### config.mk
export PLATFORM = sky130hd
export DESIGN_NAME = avr_uart_rx_peer
export DESIGN_NICKNAME = d
export VERILOG_FILES = /design/src/rtl/avr_uart_pkg.sv /design/src/rtl/avr_sync_fifo.sv /design/src/rtl/avr_uart_rx_peer.sv
export SDC_FILE = /design/constraint.sdc
export NUM_CORES = 1
export LEC_CHECK = 0
export CAP_MARGIN = 20
export CORE_ASPECT_RATIO = 1.2
export CORE_MARGIN = 10
export CORE_UTILIZATION = 65
export CTS_BUF_LIST = sky130_fd_sc_hd__clkbuf_8
export CTS_CLUSTER_SIZE = 25
export DETAILED_ROUTE_END_ITERATION = 8
export GPL_ROUTABILITY_DRIVEN = 0
export PLACE_DENSITY = 0.85
export SKIP_LAST_GASP = 1
export SLEW_MARGIN = 10
export SYNTH_ARGS = -nofsm -noshare
export SYNTH_HDL_FRONTEND = slang
export SYNTH_HIERARCHICAL = 1
export SYNTH_SLANG_ARGS = --single-unit
### constraint.sdc
create_clock -name clk -period 8.6 [get_ports clk]
set_clock_uncertainty 0.2 [all_clocks]
set_input_delay 1.72 -clock clk [delete_from_list [all_inputs] [get_ports clk]]
set_output_delay 1.72 -clock clk [all_outputs]
set_load 0.05 [all_outputs]
### src/rtl/avr_uart_pkg.sv
// ---------------------------------------------------------------------------
// avr_uart_pkg
//   Definitions shared by the board-side UART peers (receiver now, TX driver
//   later): receiver FSM state encoding, frame data width, default bit period
//   and a pointer-width helper for the receive FIFO.
// ---------------------------------------------------------------------------
package avr_uart_pkg;

    localparam int UART_DATA_BITS            = 8;
    localparam int UART_DEFAULT_CLKS_PER_BIT = 16;

    typedef enum logic [2:0] {
        ST_IDLE  = 3'd0,
        ST_START = 3'd1,
        ST_DATA  = 3'd2,
        ST_STOP  = 3'd3,
        ST_BREAK = 3'd4
    } uart_state_t;

    // FIFO pointers carry one extra wrap bit so full and empty differ.
    function automatic int uart_ptr_width(input int depth);
        return $clog2(depth) + 1;
    endfunction

endpackage

### src/rtl/avr_sync_fifo.sv
// ---------------------------------------------------------------------------
// avr_sync_fifo
//   Single-clock FIFO with a registered head output.
//   Ports:
//     clk, rst_n   clock, asynchronous active-low reset
//     push, din    write request and data (dropped when full unless popping)
//     pop          read request (ignored when empty)
//     dout         current head entry, registered; 0 after reset
//     empty, full  status derived from the wrap-bit pointers
// ---------------------------------------------------------------------------
module avr_sync_fifo
    import avr_uart_pkg::*;
#(
    parameter int WIDTH = 8,
    parameter int DEPTH = 4
) (
    input  logic             clk,
    input  logic             rst_n,
    input  logic             push,
    input  logic             pop,
    input  logic [WIDTH-1:0] din,
    output logic [WIDTH-1:0] dout,
    output logic             empty,
    output logic             full
);

    localparam int AW = $clog2(DEPTH);
    localparam int PW = uart_ptr_width(DEPTH);

    logic [WIDTH-1:0] r_mem [DEPTH];
    logic [PW-1:0]    r_wptr;
    logic [PW-1:0]    r_rptr;
    logic [WIDTH-1:0] r_dout;

    logic             w_wr;
    logic             w_rd;
    logic [PW-1:0]    w_wptr_next;
    logic [PW-1:0]    w_rptr_next;

    assign empty = (r_wptr == r_rptr);
    assign full  = (r_wptr[PW-1] != r_rptr[PW-1]) &&
                   (r_wptr[AW-1:0] == r_rptr[AW-1:0]);

    // A pop in the same cycle frees the slot, so a full FIFO still accepts.
    assign w_rd = pop & ~empty;
    assign w_wr = push & (~full | w_rd);

    assign w_wptr_next = r_wptr + {{(PW-1){1'b0}}, w_wr};
    assign w_rptr_next = r_rptr + {{(PW-1){1'b0}}, w_rd};

    assign dout = r_dout;

    always_ff @(posedge clk) begin
        if (w_wr) begin
            r_mem[r_wptr[AW-1:0]] <= din;
        end
    end

    always_ff @(posedge clk or negedge rst_n) begin
        if (!rst_n) begin
            r_wptr <= '0;
            r_rptr <= '0;
            r_dout <= '0;
        end else begin
            r_wptr <= w_wptr_next;
            r_rptr <= w_rptr_next;
            // Preload the head of the next cycle; hold when going empty.
            // If the new head is the slot being written now, bypass din.
            if (w_rptr_next != w_wptr_next) begin
                if (w_wr && (r_wptr == w_rptr_next)) begin
                    r_dout <= din;
                end else begin
                    r_dout <= r_mem[w_rptr_next[AW-1:0]];
                end
            end
        end
    end

endmodule

### src/rtl/avr_uart_rx_peer.sv
// ---------------------------------------------------------------------------
// avr_uart_rx_peer
//   Board-side 8N1 receiver for the AVR USART TXD pin. Synchronises rxd,
//   samples each bit at its centre, buffers good bytes in a small FIFO and
//   presents them on a valid/ready interface.
//   Ports:
//     clk, rst_n  clock, asynchronous active-low reset
//     rxd         serial line, idle high, asynchronous to clk
//     rx_data     FIFO head byte (meaningful while rx_valid=1)
//     rx_valid    FIFO not empty
//     rx_ready    consumer takes the head when rx_valid & rx_ready
//     busy        receiver FSM is not idle
//     frame_err   one-cycle pulse: stop bit sampled low
//     overrun     one-cycle pulse: good byte dropped on a full FIFO
// ---------------------------------------------------------------------------
module avr_uart_rx_peer
    import avr_uart_pkg::*;
#(
    parameter int CLKS_PER_BIT = UART_DEFAULT_CLKS_PER_BIT,
    parameter int FIFO_DEPTH   = 4
) (
    input  logic                      clk,
    input  logic                      rst_n,
    input  logic                      rxd,
    output logic [UART_DATA_BITS-1:0] rx_data,
    output logic                      rx_valid,
    input  logic                      rx_ready,
    output logic                      busy,
    output logic                      frame_err,
    output logic                      overrun
);

    localparam int CNT_W = $clog2(CLKS_PER_BIT);
    localparam int BIT_W = $clog2(UART_DATA_BITS);

    localparam logic [CNT_W-1:0] HALF_RELOAD = CNT_W'(CLKS_PER_BIT / 2 - 1);
    localparam logic [CNT_W-1:0] FULL_RELOAD = CNT_W'(CLKS_PER_BIT - 1);
    localparam logic [BIT_W-1:0] LAST_BIT    = BIT_W'(UART_DATA_BITS - 1);

    // Synchroniser flops; both reset to the idle line level.
    logic                      r_sync1;
    logic                      r_rxs;

    uart_state_t               r_state;
    logic [CNT_W-1:0]          r_cnt;
    logic [BIT_W-1:0]          r_bit;
    logic [UART_DATA_BITS-1:0] r_shift;
    logic                      r_busy;
    logic                      r_frame_err;
    logic                      r_overrun;

    logic                      w_tick;
    logic                      w_push;
    logic                      w_pop;
    logic                      w_empty;
    logic                      w_full;

    always_ff @(posedge clk or negedge rst_n) begin
        if (!rst_n) begin
            r_sync1 <= 1'b1;
            r_rxs   <= 1'b1;
        end else begin
            r_sync1 <= rxd;
            r_rxs   <= r_sync1;
        end
    end

    assign w_tick = (r_cnt == '0);
    // A good stop bit pushes the byte on the same edge it is sampled.
    assign w_push = (r_state == ST_STOP) && w_tick && r_rxs;
    assign w_pop  = rx_valid & rx_ready;

    always_ff @(posedge clk or negedge rst_n) begin
        if (!rst_n) begin
            r_state     <= ST_IDLE;
            r_cnt       <= '0;
            r_bit       <= '0;
            r_shift     <= '0;
            r_busy      <= 1'b0;
            r_frame_err <= 1'b0;
            r_overrun   <= 1'b0;
        end else begin
            r_frame_err <= 1'b0;
            // Only a good frame can push, so this never coincides with frame_err.
            r_overrun   <= w_push && w_full && !w_pop;

            case (r_state)
                ST_IDLE: begin
                    if (!r_rxs) begin
                        r_state <= ST_START;
                        r_cnt   <= HALF_RELOAD;
                        r_busy  <= 1'b1;
                    end
                end

                ST_START: begin
                    if (w_tick) begin
                        if (r_rxs) begin
                            // Start bit not low at mid-bit: treat as a glitch.
                            r_state <= ST_IDLE;
                            r_busy  <= 1'b0;
                        end else begin
                            r_state <= ST_DATA;
                            r_cnt   <= FULL_RELOAD;
                            r_bit   <= '0;
                        end
                    end else begin
                        r_cnt <= r_cnt - CNT_W'(1);
                    end
                end

                ST_DATA: begin
                    if (w_tick) begin
                        r_shift <= {r_rxs, r_shift[UART_DATA_BITS-1:1]};
                        r_cnt   <= FULL_RELOAD;
                        if (r_bit == LAST_BIT) begin
                            r_state <= ST_STOP;
                        end else begin
                            r_bit <= r_bit + BIT_W'(1);
                        end
                    end else begin
                        r_cnt <= r_cnt - CNT_W'(1);
                    end
                end

                ST_STOP: begin
                    if (w_tick) begin
                        if (r_rxs) begin
                            r_state <= ST_IDLE;
                            r_busy  <= 1'b0;
                        end else begin
                            r_frame_err <= 1'b1;
                            r_state     <= ST_BREAK;
                        end
                    end else begin
                        r_cnt <= r_cnt - CNT_W'(1);
                    end
                end

                ST_BREAK: begin
                    // Stay here while the line is held low so it cannot retrigger.
                    if (r_rxs) begin
                        r_state <= ST_IDLE;
                        r_busy  <= 1'b0;
                    end
                end

                default: begin
                    r_state <= ST_IDLE;
                    r_busy  <= 1'b0;
                end
            endcase
        end
    end

    avr_sync_fifo #(
        .WIDTH (UART_DATA_BITS),
        .DEPTH (FIFO_DEPTH)
    ) u_fifo (
        .clk   (clk),
        .rst_n (rst_n),
        .push  (w_push),
        .pop   (w_pop),
        .din   (r_shift),
        .dout  (rx_data),
        .empty (w_empty),
        .full  (w_full)
    );

    assign rx_valid  = ~w_empty;
    assign busy      = r_busy;
    assign frame_err = r_frame_err;
    assign overrun   = r_overrun;

endmodule

==> flow_metrics.py, run 1 <==
metrics = {
    "status": {
        "outcome": "completed",
    },
    "power": {
        "vdd_ir_drop_max_v": 0.000211,
        "cell_area_power_density_mw_per_mm2": 395,
        "totalPowerFinal_mw": 1.37,
        "total_leakage_power_nw": 1.39,
    },
    "floorplanning": {
        "core_sq_mm": 0.00459,
        "initial_core_utilization": 0.672,
        "die_outline_area_sq_mm": 0.00792,
        "die_h_microns": 95.5,
        "fp.dieW_microns": 82.9,
        "placement_rows": 27,
        "ioPinCount": 16,
    },
    "logic_synthesis": {
        "yosys_register_bits": 69,
        "post_synth_mux_area_share": 0.0993,
        "synth_xor_xnor_area_share": 0.0405,
        "synthFlopType": "dfrtp_1",
        "syn_nets": 215,
        "warnings_from_yosys": 6,
        "synth-compound-area-share": 0.110,
        "ys_seq_area_frac": 0.612,
        "synth_enable_flop_cells": 32,
        "syn-cell-area_sq_mm": 0.00309,
        "synthSimpleGateAreaFrac": 0.0863,
        "syn_area_per_cell_sq_um": 15.1,
        "synth_cells": 204,
        "asyncSetResetFlopFracSynth": 0.536,
        "yosys.cell_types.count": 54,
        "main_combinational_cell_family_by_area_after_synthesis": "compound AO/OA/AOI/OAI gates",
        "adder_cell_share_of_the_synthesized_area": 0.0316,
    },
    "sta": {
        "timing.setup.tns_ns": 0,
        "finalWorstPathRequiredPeriod_ns": 4.44,
        "grt_setup_unrepaired": "no",
        "setup_slack_ns": 4.16,
        "finalMaxSlewViolations": 0,
        "period_share": 0.516,
        "max_freq_ghz": 0.225,
        "hold_viol": 0,
        "max-slew-margin-rel": 0.465,
        "worst_pin_slew_ns": 0.799,
        "setup_failing_eps_final": 0,
    },
    "route": {
        "vias_per_inst": 6.47,
        "drtPass1Iterations": 5,
        "wl_met2_microns": 3030,
        "route.layer.met1.wl_microns": 2360,
        "post-route-drc-count": 0,
        "first_iter_violations": 156,
        "antenna_violating_nets_post_route": 0,
        "wl_met3_microns": 283,
        "topRoutingLayerUsed": "met4",
        "detail_route.wl_per_cell_microns": 20.0,
        "detailroute.via_count": 1851,
        "wirelength_microns": 5730,
    },
    "critical_path": {
        "critical_path.slowest_cell": "nor2_1",
        "crit-reg2reg-capture": "u_fifo/dout[3]",
        "cp_data_required_time_ns": 8.61,
        "worstPathBufferInverterCount": 1,
        "kind_of_cell_adding_the_most_delay_to_the_critical_path": "simple AND/OR/NAND/NOR gates",
        "cp_data_arrival_time_ns": 4.45,
        "timing.critical_path.fanout_max": 11,
        "setup.worst_path.start_class": "input pin",
        "crit_chain": "clkdlybuf4s50_1 > nor2b_1 > nor2b_1 > ha_1 > ha_1 > xor2_1 > nor2_1 > nand2_2 > a2bb2oi_1",
        "critical_path.endpoint_type": "register",
        "worstReg2RegStart": "u_fifo/r_wptr[0]",
        "startpoint_to_endpoint_class_of_the_critical_path": "in2reg",
        "slack_of_the_worst_reg_to_reg_path_ns": 4.77,
        "critPathMaxStageDelay_ns": 0.48,
        "reg2reg_depth": 11,
    },
    "clocking": {
        "tritoncts": "built",
        "clock_sink_count": 69,
        "cts_setup_buffers": 0,
        "cts-resized-gates": 0,
        "cts-htree-levels": 3,
        "cts-root-to-sink-buffers": 2,
        "clk-insertion-delay-late_ns": 0.34,
        "cts_inserted_buffers": 9,
        "clk_root_buffer_cell": "clkbuf_8",
        "hold_buffers_post_cts": 0,
        "clk_pin_slew_ns": 0.07,
    },
    "grt": {
        "pin_count_of_the_biggest_net_entering_global_routing": 38,
        "grt_usage": 0.151,
        "first_pass_grt_wire_length_microns": 9670,
        "grt_overflow_total": 0,
        "grt_antenna_before_repair": 0,
        "via_count_of_the_first_global_routing_pass": 1926,
    },
    "hold_path": {
        "hold_class": "reg2reg",
        "hold_end": "r_rxs",
        "hold_path_depth": 0,
        "min_from": "r_sync1",
    },
    "placement": {
        "detailedPlace.worstSlack_ns": 3.94,
        "placed_cells": 270,
        "place.port_buffers": 15,
        "dpl.hpwl_microns": 3960,
    },
    "job": {
        "max-cap-violations": 0,
    },
    "finish": {
        "finalNetCount": 234,
        "top_library_cells_by_usage_in_the_layout_fill_and_taps_aside": "dfrtp_1 (35), edfxtp_1 (32), clkdlybuf4s50_1 (14), nor2_1 (11), o21ai_0 (10)",
        "final_common_cell": "dfrtp_1",
        "final_instance_count_without_filler_cells": 286,
        "area_growth_pct": 12.4,
        "drive_gt1_frac": 0.202,
        "num_antenna_cells": 0,
    },
}
[state kept, by name, summed over array words and instances, names as in the netlist]
name	count
frame_err	1
overrun	1
r_sync1	1
r_shift	8
u_fifo/r_wptr	3
u_fifo/dout	8
r_rxs	1
u_fifo/r_mem	32
u_fifo/r_rptr	3
r_state	3
busy	1
r_cnt	4
r_bit	3
[worst reg2reg max path, cell delays in order (launching register included)]
cell	delay (ns)
dfrtp_1	0.46
xor2_1	0.25
or2_2	0.35
nor2b_1	0.22
nor2b_1	0.17
o41a_1	0.49
ha_1	0.20
ha_1	0.30
xor2_1	0.15
nor2_1	0.48
nand2_2	0.23
a2bb2oi_1	0.19
[worst max-delay path by stage]
stage	start	end	slack, ns	cells past startpoint
final	rx_ready	u_fifo/dout[3]	4.16	9
after global routing	rx_ready	u_fifo/dout[3]	4.03	9
after CTS	rx_ready	u_fifo/dout[3]	4.24	9
after detailed placement	rx_ready	u_fifo/dout[3]	3.94	9
after global placement	rx_ready	u_fifo/dout[2]	4.11	9
after floorplan	rx_ready	u_fifo/dout[0]	4.65	8
[layer usage]
metal,GRT usage,vias up
li1,-,829
met1,0.169,948
met2,0.269,64
met3,0.0410,10
met4,0.0568,0
met5,0,-
[synthesized netlist by cell type, drive strengths merged, types with 2 or more instances]
cell type	instances	area (sq um)
inv	6	22.5
nand2b	2	12.5
nor2b	5	31.3
mux4	8	180
or2	2	12.5
dfrtp	35	876
edfxtp	32	961
nand3	2	10.0
clkbuf	2	7.51
o21ai	10	50.1
a22o	3	27.5
xor2	6	60.1
mux2	10	116
nand2	3	13.8
nor2	11	41.3
ha	7	87.6
o41a	2	22.5
buf	5	33.8
or4b	2	23.8
and2	2	12.5
a21oi	2	10.0
dfstp	2	52.6
a2bb2oi	8	70.1
xnor2	4	42.6
or3b	2	17.5
a32oi	8	70.1
and3	3	18.8
nor3	2	10.0
[final cells by class]
class	instances	area, sq um
clock buffers	9	124
fillers	282	1120
flip-flops and latches	69	1890
inverters	6	22.5
repair buffers	15	145
clock inverters	7	81.3
multi-input cells	122	1130
well taps	58	72.6
[power by group]
group,leakage (nW),internal (mW),switching (mW)
combinational,0.541,0.277,0.352
sequential,0.742,0.404,0.0640
clock,0.109,0.159,0.113
total,1.39,0.840,0.529
[stage by stage]
stage	hold slack [ns]	cell area (sq um)	util
after floorplan	0.145	3090	-
after global placement	0.147	3260	0.711
after detailed placement	0.150	3260	0.711
after CTS	0.165	3470	0.755
after global routing	0.174	3470	0.755
final	0.167	3470	0.755
[kinds of logic after synthesis]
kind of cell,Yosys count
AO/OA/AOI/OAI,43
XOR/XNOR,11
buffers and inverters,13
multiplexers,19
AND/OR/NAND/NOR,41
flip-flops,69
adder cells (fa/ha/maj),8
(Power assumes the default switching activity.)
==> run 2, diff against run 1 <==
--- a/config.mk
+++ b/config.mk
@@ -8,12 +8,12 @@
 export CAP_MARGIN = 20
 export CORE_ASPECT_RATIO = 1.2
 export CORE_MARGIN = 10
-export CORE_UTILIZATION = 65
+export CORE_UTILIZATION = 62
 export CTS_BUF_LIST = sky130_fd_sc_hd__clkbuf_8
 export CTS_CLUSTER_SIZE = 25
 export DETAILED_ROUTE_END_ITERATION = 8
 export GPL_ROUTABILITY_DRIVEN = 0
-export PLACE_DENSITY = 0.85
+export PLACE_DENSITY = 0.82
 export SKIP_LAST_GASP = 1
 export SLEW_MARGIN = 10
 export SYNTH_ARGS = -nofsm -noshare
==> constraint.sdc (replaced) <==
create_clock -name clk -period 4.1 [get_ports clk]
set_clock_uncertainty 0.2 [all_clocks]
set_input_delay 0.82 -clock clk [delete_from_list [all_inputs] [get_ports clk]]
set_output_delay 0.82 -clock clk [all_outputs]
set_load 0.05 [all_outputs]
==> run 2 against run 1 <==
Effect of this change: sequential power up 110%; die area up 3.7%; register-to-register slack worse by 4.5 ns; core utilization down 3.7 points; sequential cell count unchanged; first-iteration DRC count down 12%; critical path type is now reg2reg; power up 120%; critical path depth up 2.
==> flow_metrics.py, run 2 (synthesized netlist as in run 1, its figures left out) <==
metrics = {
    "sta": {
        "setup_slack_ns": 0.318,
        "grt_setup_unrepaired": "no",
        "max_freq_ghz": 0.264,
        "finalWorstPathRequiredPeriod_ns": 3.78,
        "worst_pin_slew_ns": 0.828,
        "timing.setup.tns_ns": 0,
        "setup_failing_eps_final": 0,
        "max-slew-margin-rel": 0.448,
        "timing.hold.ws_ns": 0.158,
        "period_share": 0.922,
        "finalMaxSlewViolations": 0,
        "hold_viol": 0,
    },
    "critical_path": {
        "critPathMaxStageDelay_ns": 0.48,
        "startpoint_to_endpoint_class_of_the_critical_path": "reg2reg",
        "critical_path.endpoint_type": "register",
        "setup.worst_path.start_class": "register",
        "cp_data_required_time_ns": 4.11,
        "worstPathBufferInverterCount": 0,
        "kind_of_cell_adding_the_most_delay_to_the_critical_path": "simple AND/OR/NAND/NOR gates",
        "critical_path.slowest_cell": "o41a_1",
        "crit_chain": "xor2_1 > or2_2 > nor2b_1 > nor2b_1 > o41a_1 > ha_1 > ha_1 > xor2_1 > nor2_1 > nand2_2 > a2bb2oi_1",
        "cp_data_arrival_time_ns": 3.79,
        "timing.critical_path.fanout_max": 9,
    },
    "clocking": {
        "cts-htree-levels": 3,
        "hold_buffers_post_cts": 0,
        "cts_setup_buffers": 0,
        "clk_pin_slew_ns": 0.07,
        "cts-resized-gates": 0,
        "clk_root_buffer_cell": "clkbuf_8",
        "cts-root-to-sink-buffers": 2,
        "cts_inserted_buffers": 9,
        "tritoncts": "built",
        "clock_sink_count": 69,
        "clk-insertion-delay-late_ns": 0.34,
    },
    "grt": {
        "grt_antenna_before_repair": 0,
        "grt_usage": 0.149,
        "first_pass_grt_wire_length_microns": 9740,
        "via_count_of_the_first_global_routing_pass": 1923,
        "grt_overflow_total": 0,
        "pin_count_of_the_biggest_net_entering_global_routing": 38,
    },
    "finish": {
        "finalNetCount": 234,
        "top_library_cells_by_usage_in_the_layout_fill_and_taps_aside": "dfrtp_1 (35), edfxtp_1 (32), clkdlybuf4s50_1 (14), nor2_1 (11), o21ai_0 (10)",
        "post-route-cell-area_sq_mm": 0.00350,
        "area_growth_pct": 13.2,
        "num_antenna_cells": 0,
        "final_common_cell": "dfrtp_1",
        "finalCoreUtilization": 0.718,
        "drive_gt1_frac": 0.202,
        "fillers": 295,
        "final_instance_count_without_filler_cells": 288,
        "largest_reg_flops": 32,
    },
    "placement": {
        "placed_cells": 272,
        "dpl.hpwl_microns": 4070,
        "detailedPlace.worstSlack_ns": 0.345,
        "placed_cell_area_sq_mm": 0.00327,
        "place.port_buffers": 15,
    },
    "route": {
        "wirelength_microns": 5860,
        "detailroute.via_count": 1847,
        "antenna_violating_nets_post_route": 0,
        "post-route-drc-count": 0,
        "detail_route.wl_per_cell_microns": 20.3,
        "first_iter_violations": 138,
        "drtPass1Iterations": 4,
        "vias_per_inst": 6.41,
    },
    "floorplanning": {
        "initial_core_utilization": 0.634,
        "ioPinCount": 16,
        "placement_rows": 28,
        "core_sq_mm": 0.00487,
        "die_h_microns": 97.3,
        "fp.dieW_microns": 84.4,
        "die_outline_area_sq_mm": 0.00822,
    },
    "power": {
        "totalPowerFinal_mw": 2.94,
        "cell_area_power_density_mw_per_mm2": 842,
        "total_leakage_power_nw": 1.41,
        "vdd_ir_drop_max_v": 0.000453,
    },
    "status": {
        "outcome": "completed",
    },
    "job": {
        "max-cap-violations": 0,
    },
    "hold_path": {
        "hold_class": "reg2reg",
    },
}
==> run 2: layer usage <==
metal,up-vias,track usage,part of all wire
met3,16,0.0495,0.052
met1,939,0.183,0.43
li1,829,-,-
met4,0,0.0901,0.027
met5,-,0,0
met2,63,0.223,0.50
==> run 2: report_power, final <==
part,internal [mW],total (mW),switching (mW),leakage (nW)
clock network,0.396,0.635,0.239,0.123
logic,0.581,1.32,0.741,0.541
registers,0.848,0.986,0.138,0.742
==> run 2: cell type report <==
class                   count  area [sq um]  share of cell area
clock buffers               9           124              0.0354
clock inverters             7           106              0.0304
inverters                   6          22.5             0.00644
multi-input cells         122          1130               0.325
flip-flops and latches     69          1890               0.540
well taps                  60          75.1              0.0215
repair buffers             15           145              0.0415
==> run 2: path summary, 6_finish.rpt <==
kind,cells past startpoint,from,end,slack (ns)
max,11,u_fifo/r_wptr[0],u_fifo/dout[7],0.32
min,0,r_sync1,r_rxs,0.16
max reg2reg,11,u_fifo/r_wptr[0],u_fifo/dout[7],0.32
min reg2reg,0,r_sync1,r_rxs,0.16
max in group asynchronous,1,rst_n,r_shift[5],2.80
min in group asynchronous,1,rst_n,frame_err,0.38
